File: config.mk
export PLATFORM = sky130hd
export DESIGN_NAME = pwm_multi
export DESIGN_NICKNAME = d
export VERILOG_FILES = /design/src/rtl/pwm_multi.sv
export SDC_FILE = /design/constraint.sdc
export NUM_CORES = 1
export LEC_CHECK = 0
export ABC_AREA = 1
export CAP_MARGIN = 20
export CORE_AREA = 2 2 121 64
export CTS_CLUSTER_SIZE = 8
export DETAILED_ROUTE_END_ITERATION = 6
export DIE_AREA = 0 0 123 66
export PLACE_DENSITY = 0.72
export SLEW_MARGIN = 10
export SYNTH_ARGS = -nofsm -noshare
export SYNTH_HDL_FRONTEND = slang
export SYNTH_SLANG_ARGS = --single-unit
File: constraint.sdc
create_clock -name sysclk -period 3 [get_ports sysclk]
set_input_delay 0.6 -clock sysclk [delete_from_list [all_inputs] [get_ports sysclk]]
set_output_delay 0.6 -clock sysclk [all_outputs]
set_load 0.02 [all_outputs]
File: src/rtl/pwm_multi.sv
// -----------------------------------------------------------------------------
// pwm_multi
// Multi-channel PWM generator sharing one period counter.
// Each channel has a host-written shadow duty register and an active duty
// register. Active duties are refreshed from the shadows only at period
// boundaries, so a host write never produces a glitched period.
//
// Ports
//   sysclk    : sole clock, rising edge
//   i_rst     : synchronous active-high reset
//   i_enb     : global enable (0 = counter parked at MAX, outputs low)
//   i_center  : 0 = edge-aligned, 1 = center-aligned (applied at period end)
//   i_wr      : duty write strobe
//   i_wr_ch   : channel index for write (out-of-range index is ignored)
//   i_wr_d    : duty value for write
//   o_pwm     : per-channel PWM outputs (registered)
//   o_cnt     : shared period counter (registered)
//   o_period  : one-cycle pulse on the last cycle of each period (registered)
// -----------------------------------------------------------------------------
module pwm_multi #(
    parameter int CH    = 4,
    parameter int WIDTH = 7,
    localparam int WCH  = (CH > 1) ? $clog2(CH) : 1
) (
    input  logic             sysclk,
    input  logic             i_rst,
    input  logic             i_enb,
    input  logic             i_center,
    input  logic             i_wr,
    input  logic [WCH-1:0]   i_wr_ch,
    input  logic [WIDTH-1:0] i_wr_d,
    output logic [CH-1:0]    o_pwm,
    output logic [WIDTH-1:0] o_cnt,
    output logic             o_period
);

    localparam logic [WIDTH-1:0] MAX  = {WIDTH{1'b1}};
    localparam logic [WIDTH-1:0] ONE  = WIDTH'(1);
    localparam logic [WIDTH-1:0] ZERO = '0;

    logic [WIDTH-1:0] shadow_r [CH];
    logic [WIDTH-1:0] active_r [CH];
    logic [WIDTH-1:0] cnt_r;
    logic             dir_down_r;   // center mode: 1 while counting down
    logic             mode_r;       // latched mode, 1 = center
    logic             parked_r;     // counter parked; next enabled edge restarts at 0
    logic [CH-1:0]    pwm_r;
    logic             period_r;

    logic [WIDTH-1:0] shadow_fwd_s [CH];
    logic [WIDTH-1:0] active_nxt_s [CH];
    logic [WIDTH-1:0] cnt_nxt_s;
    logic             dir_nxt_s;
    logic             mode_nxt_s;
    logic             parked_nxt_s;
    logic             period_end_s;
    logic             load_s;
    logic [CH-1:0]    pwm_nxt_s;
    logic             period_nxt_s;

    // Shadow values including this cycle's write, so a write landing on the
    // period-end edge is committed straight into the active register.
    always_comb begin
        for (int c = 0; c < CH; c++) begin
            if (i_wr && (i_wr_ch == WCH'(c))) begin
                shadow_fwd_s[c] = i_wr_d;
            end else begin
                shadow_fwd_s[c] = shadow_r[c];
            end
        end
    end

    // Current cycle is the last one of a running period.
    always_comb begin
        if (parked_r) begin
            period_end_s = 1'b0;
        end else if (mode_r) begin
            period_end_s = dir_down_r && (cnt_r == ONE);
        end else begin
            period_end_s = (cnt_r == MAX);
        end
    end

    // Counter, direction, mode and park sequencing.
    always_comb begin
        cnt_nxt_s    = cnt_r;
        dir_nxt_s    = dir_down_r;
        mode_nxt_s   = mode_r;
        parked_nxt_s = parked_r;
        load_s       = 1'b0;
        if (!i_enb) begin
            cnt_nxt_s    = MAX;
            dir_nxt_s    = 1'b0;
            mode_nxt_s   = i_center;
            parked_nxt_s = 1'b1;
            load_s       = 1'b1;
        end else if (parked_r || period_end_s) begin
            // Fresh period: restart at 0 counting up with newly sampled mode.
            cnt_nxt_s    = ZERO;
            dir_nxt_s    = 1'b0;
            mode_nxt_s   = i_center;
            parked_nxt_s = 1'b0;
            load_s       = 1'b1;
        end else if (mode_r) begin
            if (!dir_down_r && (cnt_r == MAX)) begin
                cnt_nxt_s = MAX - ONE;
                dir_nxt_s = 1'b1;
            end else if (dir_down_r) begin
                cnt_nxt_s = cnt_r - ONE;
            end else begin
                cnt_nxt_s = cnt_r + ONE;
            end
        end else begin
            cnt_nxt_s = cnt_r + ONE;
        end
    end

    // Active duty selection and registered output precomputation.
    always_comb begin
        for (int c = 0; c < CH; c++) begin
            if (load_s) begin
                active_nxt_s[c] = shadow_fwd_s[c];
            end else begin
                active_nxt_s[c] = active_r[c];
            end
            pwm_nxt_s[c] = i_enb && (cnt_nxt_s < active_nxt_s[c]);
        end
        if (!i_enb) begin
            period_nxt_s = 1'b0;
        end else if (mode_nxt_s) begin
            period_nxt_s = dir_nxt_s && (cnt_nxt_s == ONE);
        end else begin
            period_nxt_s = (cnt_nxt_s == MAX);
        end
    end

    // State and output registers with synchronous reset.
    always_ff @(posedge sysclk) begin
        if (i_rst) begin
            for (int c = 0; c < CH; c++) begin
                shadow_r[c] <= ZERO;
                active_r[c] <= ZERO;
            end
            cnt_r      <= MAX;
            dir_down_r <= 1'b0;
            mode_r     <= 1'b0;
            parked_r   <= 1'b1;
            pwm_r      <= '0;
            period_r   <= 1'b0;
        end else begin
            for (int c = 0; c < CH; c++) begin
                shadow_r[c] <= shadow_fwd_s[c];
                active_r[c] <= active_nxt_s[c];
            end
            cnt_r      <= cnt_nxt_s;
            dir_down_r <= dir_nxt_s;
            mode_r     <= mode_nxt_s;
            parked_r   <= parked_nxt_s;
            pwm_r      <= pwm_nxt_s;
            period_r   <= period_nxt_s;
        end
    end

    assign o_pwm    = pwm_r;
    assign o_cnt    = cnt_r;
    assign o_period = period_r;

endmodule
==> flow_summary.toml <==
[worst_setup_path]
rr_worst_depth = 13
crit_required_ns = 3.27
arrival_ns = 3.03
crit_path_top_delay_cell = "dfxtp_1"
endpoint_kind = "flip-flop"
crit_top_cell = "nand2_1"
crit_path_max_fanout = 7
cpPeakStageDelay_ns = 0.49
path_class = "reg -> reg"
start_kind = "flip-flop"
path_cells = "ha_1, nand2_1, nor2_1, nand2_1, nand2_1, a21oi_1, o21ai_1, ha_1, nand2_1, inv_1, nand2_1, nand2_1, a21oi_2"

[sta]
setup_viol = 0
post-route-period-util_pct = 92.19
slew_headroom_pct = 58.81
finalClockSkew_ns = 0.005180
min_period_ns = 2.766
fmax_mhz = 361.6
rsz0062_at_grt = "false"
hold_viol = 0
drv_slew = 0
tightest_slew_ns = 0.6179
setup_tns_ns = 0

[placed_design]
port_buffers = 25
dp.cells = 583
hpwl_um = 6452
gp_congestion = 0.9970

[clocking]
numCtsBuffers = 9
cts_setup_buffers = 0
path_clk_slew_ns = 0.06
clock_path_buffers = 2
clock_sinks = 71
htreeDepth = 3
clock_latency_ns = 0.33
cts_tree = "yes"
cts_root_buf = "clkbuf_16"

[route]
dr.first_iter.drc_count = 268
ant_nets = 0
drc = 0
vias = 3091
routed_via_density = 5.160
wl_per_cell_um = 14.55
drt-pass1-iter-count = 6
drt-total-wl_um = 8714

[outcome]
status = "complete, no violations"

[yosys]
synth-seq-cells = 71
yosysTopAreaCell = "dfxtp_1"
synth_cell_types = 26
synth_edf_count = 0
syn-instance-count = 466
yosysWarningCount = 0
ys_seq_area_share_pct = 39.92
synth.avg_cell_area_um2 = 7.641
yosys.area.top_type_share_pct = 39.92
synth_nets = 507
ys.flop_type = "dfxtp_1"
synth_area_um2 = 3561
synth.area.top_cells = "dfxtp_1, nand2_1, ha_1, nor2_1, mux2i_1"
async_flop_share_pct = 0

[global_routing]
grt-ovfl-total = 0
antenna_found_initial = 0
grt_pass1_vias = 2690
grt_pass1_wl_um = 13850
track_usage_pct = 23.19
grt_max_degree = 61

[min_path]
holdPathStages = 2
hp-class = "reg -> reg"

[floorplanning]
dieArea_um2 = 8118
core_area_um2 = 7102
initial_core_util_pct = 50.14
rows = 22
dieWidth_um = 123
die_y_um = 66
io_pins = 26

[final_layout]
area_growth_pct = 19.99
diodes = 0
layout_commonest_cell = "nand2_1"
final_nets = 539
stdcell_count = 599
final_cell_mix = "nand2_1, nor2_1, dfxtp_1, inv_1, nand3_1"
layout-drive-gt1-share_pct = 10.74

[power]
p_per_area_nw_per_um2 = 594.9
p_leak_nw = 2.161
peakVddDrop_uv = 343.7

[job]
maxCapViolations = 0
[where the power goes]
group,leakage (nW),switching [mW],internal (mW),total (mW)
clock,0.148,0.393,0.724,1.12
sequential,0.580,0.0237,0.988,1.01
combinational,1.43,0.259,0.154,0.414
[metal layers]
layer	wire [um]	share of wire (%)	GRT usage (%)
met1	4489	52	34.97
met3	750	8.6	7.931
met2	3362	39	29.63
met4	111	1.3	8.097
met5	0	0	0
[critical path: cells and delay by family (launching register included)]
family | cells | cell delay, ns
simple gates | 7 | 0.83
compound gates | 3 | 0.73
fa+ha+maj | 2 | 0.59
flops | 1 | 0.49
buf+inv | 1 | 0.04
[synthesized netlist by cell type (6+ instances only)]
cell type  instances
clkbuf_1           7
a21oi_2            6
ha_1              27
nor2_1            86
buf_2              8
a21oi_1            9
o21ai_0           30
inv_1             31
mux2i_1           27
dfxtp_1           71
nand2_1           97
nand3_1           31
[sequential cells by signal (all words and copies together), names as in the netlist]
name,count
parked_r,1
o_period,1
mode_r,1
o_cnt,7
active_r,28
o_pwm,4
shadow_r,28
dir_down_r,1
[final cells by class]
| cell class | instances | area (um^2) |
|---|---|---|
| fillers | 626 | 2829 |
| well taps | 96 | 120.1 |
| clock inverters | 6 | 85.08 |
| multi-input cells | 343 | 1931 |
| clock buffers | 10 | 229.0 |
| inverters | 36 | 135.1 |
| flip-flops and latches | 71 | 1421 |
| repair buffers | 37 | 351.6 |
[metrics by stage]
| step | setup WS, ns | hold WS (ns) | utilization, % | area (um^2) | total power [mW] |
|---|---|---|---|---|---|
| final | 0.2342 | 0.4946 | 60.17 | 4273 | 2.542 |
| after floorplan | 0.6960 | 0.4600 | - | 3561 | 1.304 |
| after CTS | 0.2046 | 0.4957 | 60.11 | 4269 | 2.565 |
| after global routing | 0.04081 | 0.5191 | 60.17 | 4273 | 2.659 |
| after detailed placement | 0.1759 | 0.4808 | 55.69 | 3955 | 1.437 |
| after global placement | 0.2159 | 0.4752 | 55.69 | 3955 | 1.426 |
[cell families (layout without fill, tap and decap cells)]
group	Yosys count	in the layout	synth area share [%]
adder cells (fa/ha/maj)	27	27	9.487
flip-flops	71	71	39.92
buffers and inverters	52	89	5.868
AND/OR/NAND/NOR	236	236	28.85
multiplexers	27	27	7.590
AO/OA/AOI/OAI	53	53	8.292
[what timing repair did]
item | CTS | global route
endpoints found under the hold margin | 0 | 0
hold buffers | 0 | 0
endpoints found under the setup margin | 0 | 4
gates resized for setup | 0 | 1
[path summary, 6_finish.rpt]
check	startpoint	endpoint	slack (ns)
max	o_cnt[0]	o_pwm[2]	0.23
min	shadow_r[2][6]	shadow_r[2][6]	0.49
max reg2reg	o_cnt[0]	o_pwm[2]	0.23
min reg2reg	shadow_r[2][6]	shadow_r[2][6]	0.49
No activity file was read; power rests on OpenSTA's default activity.
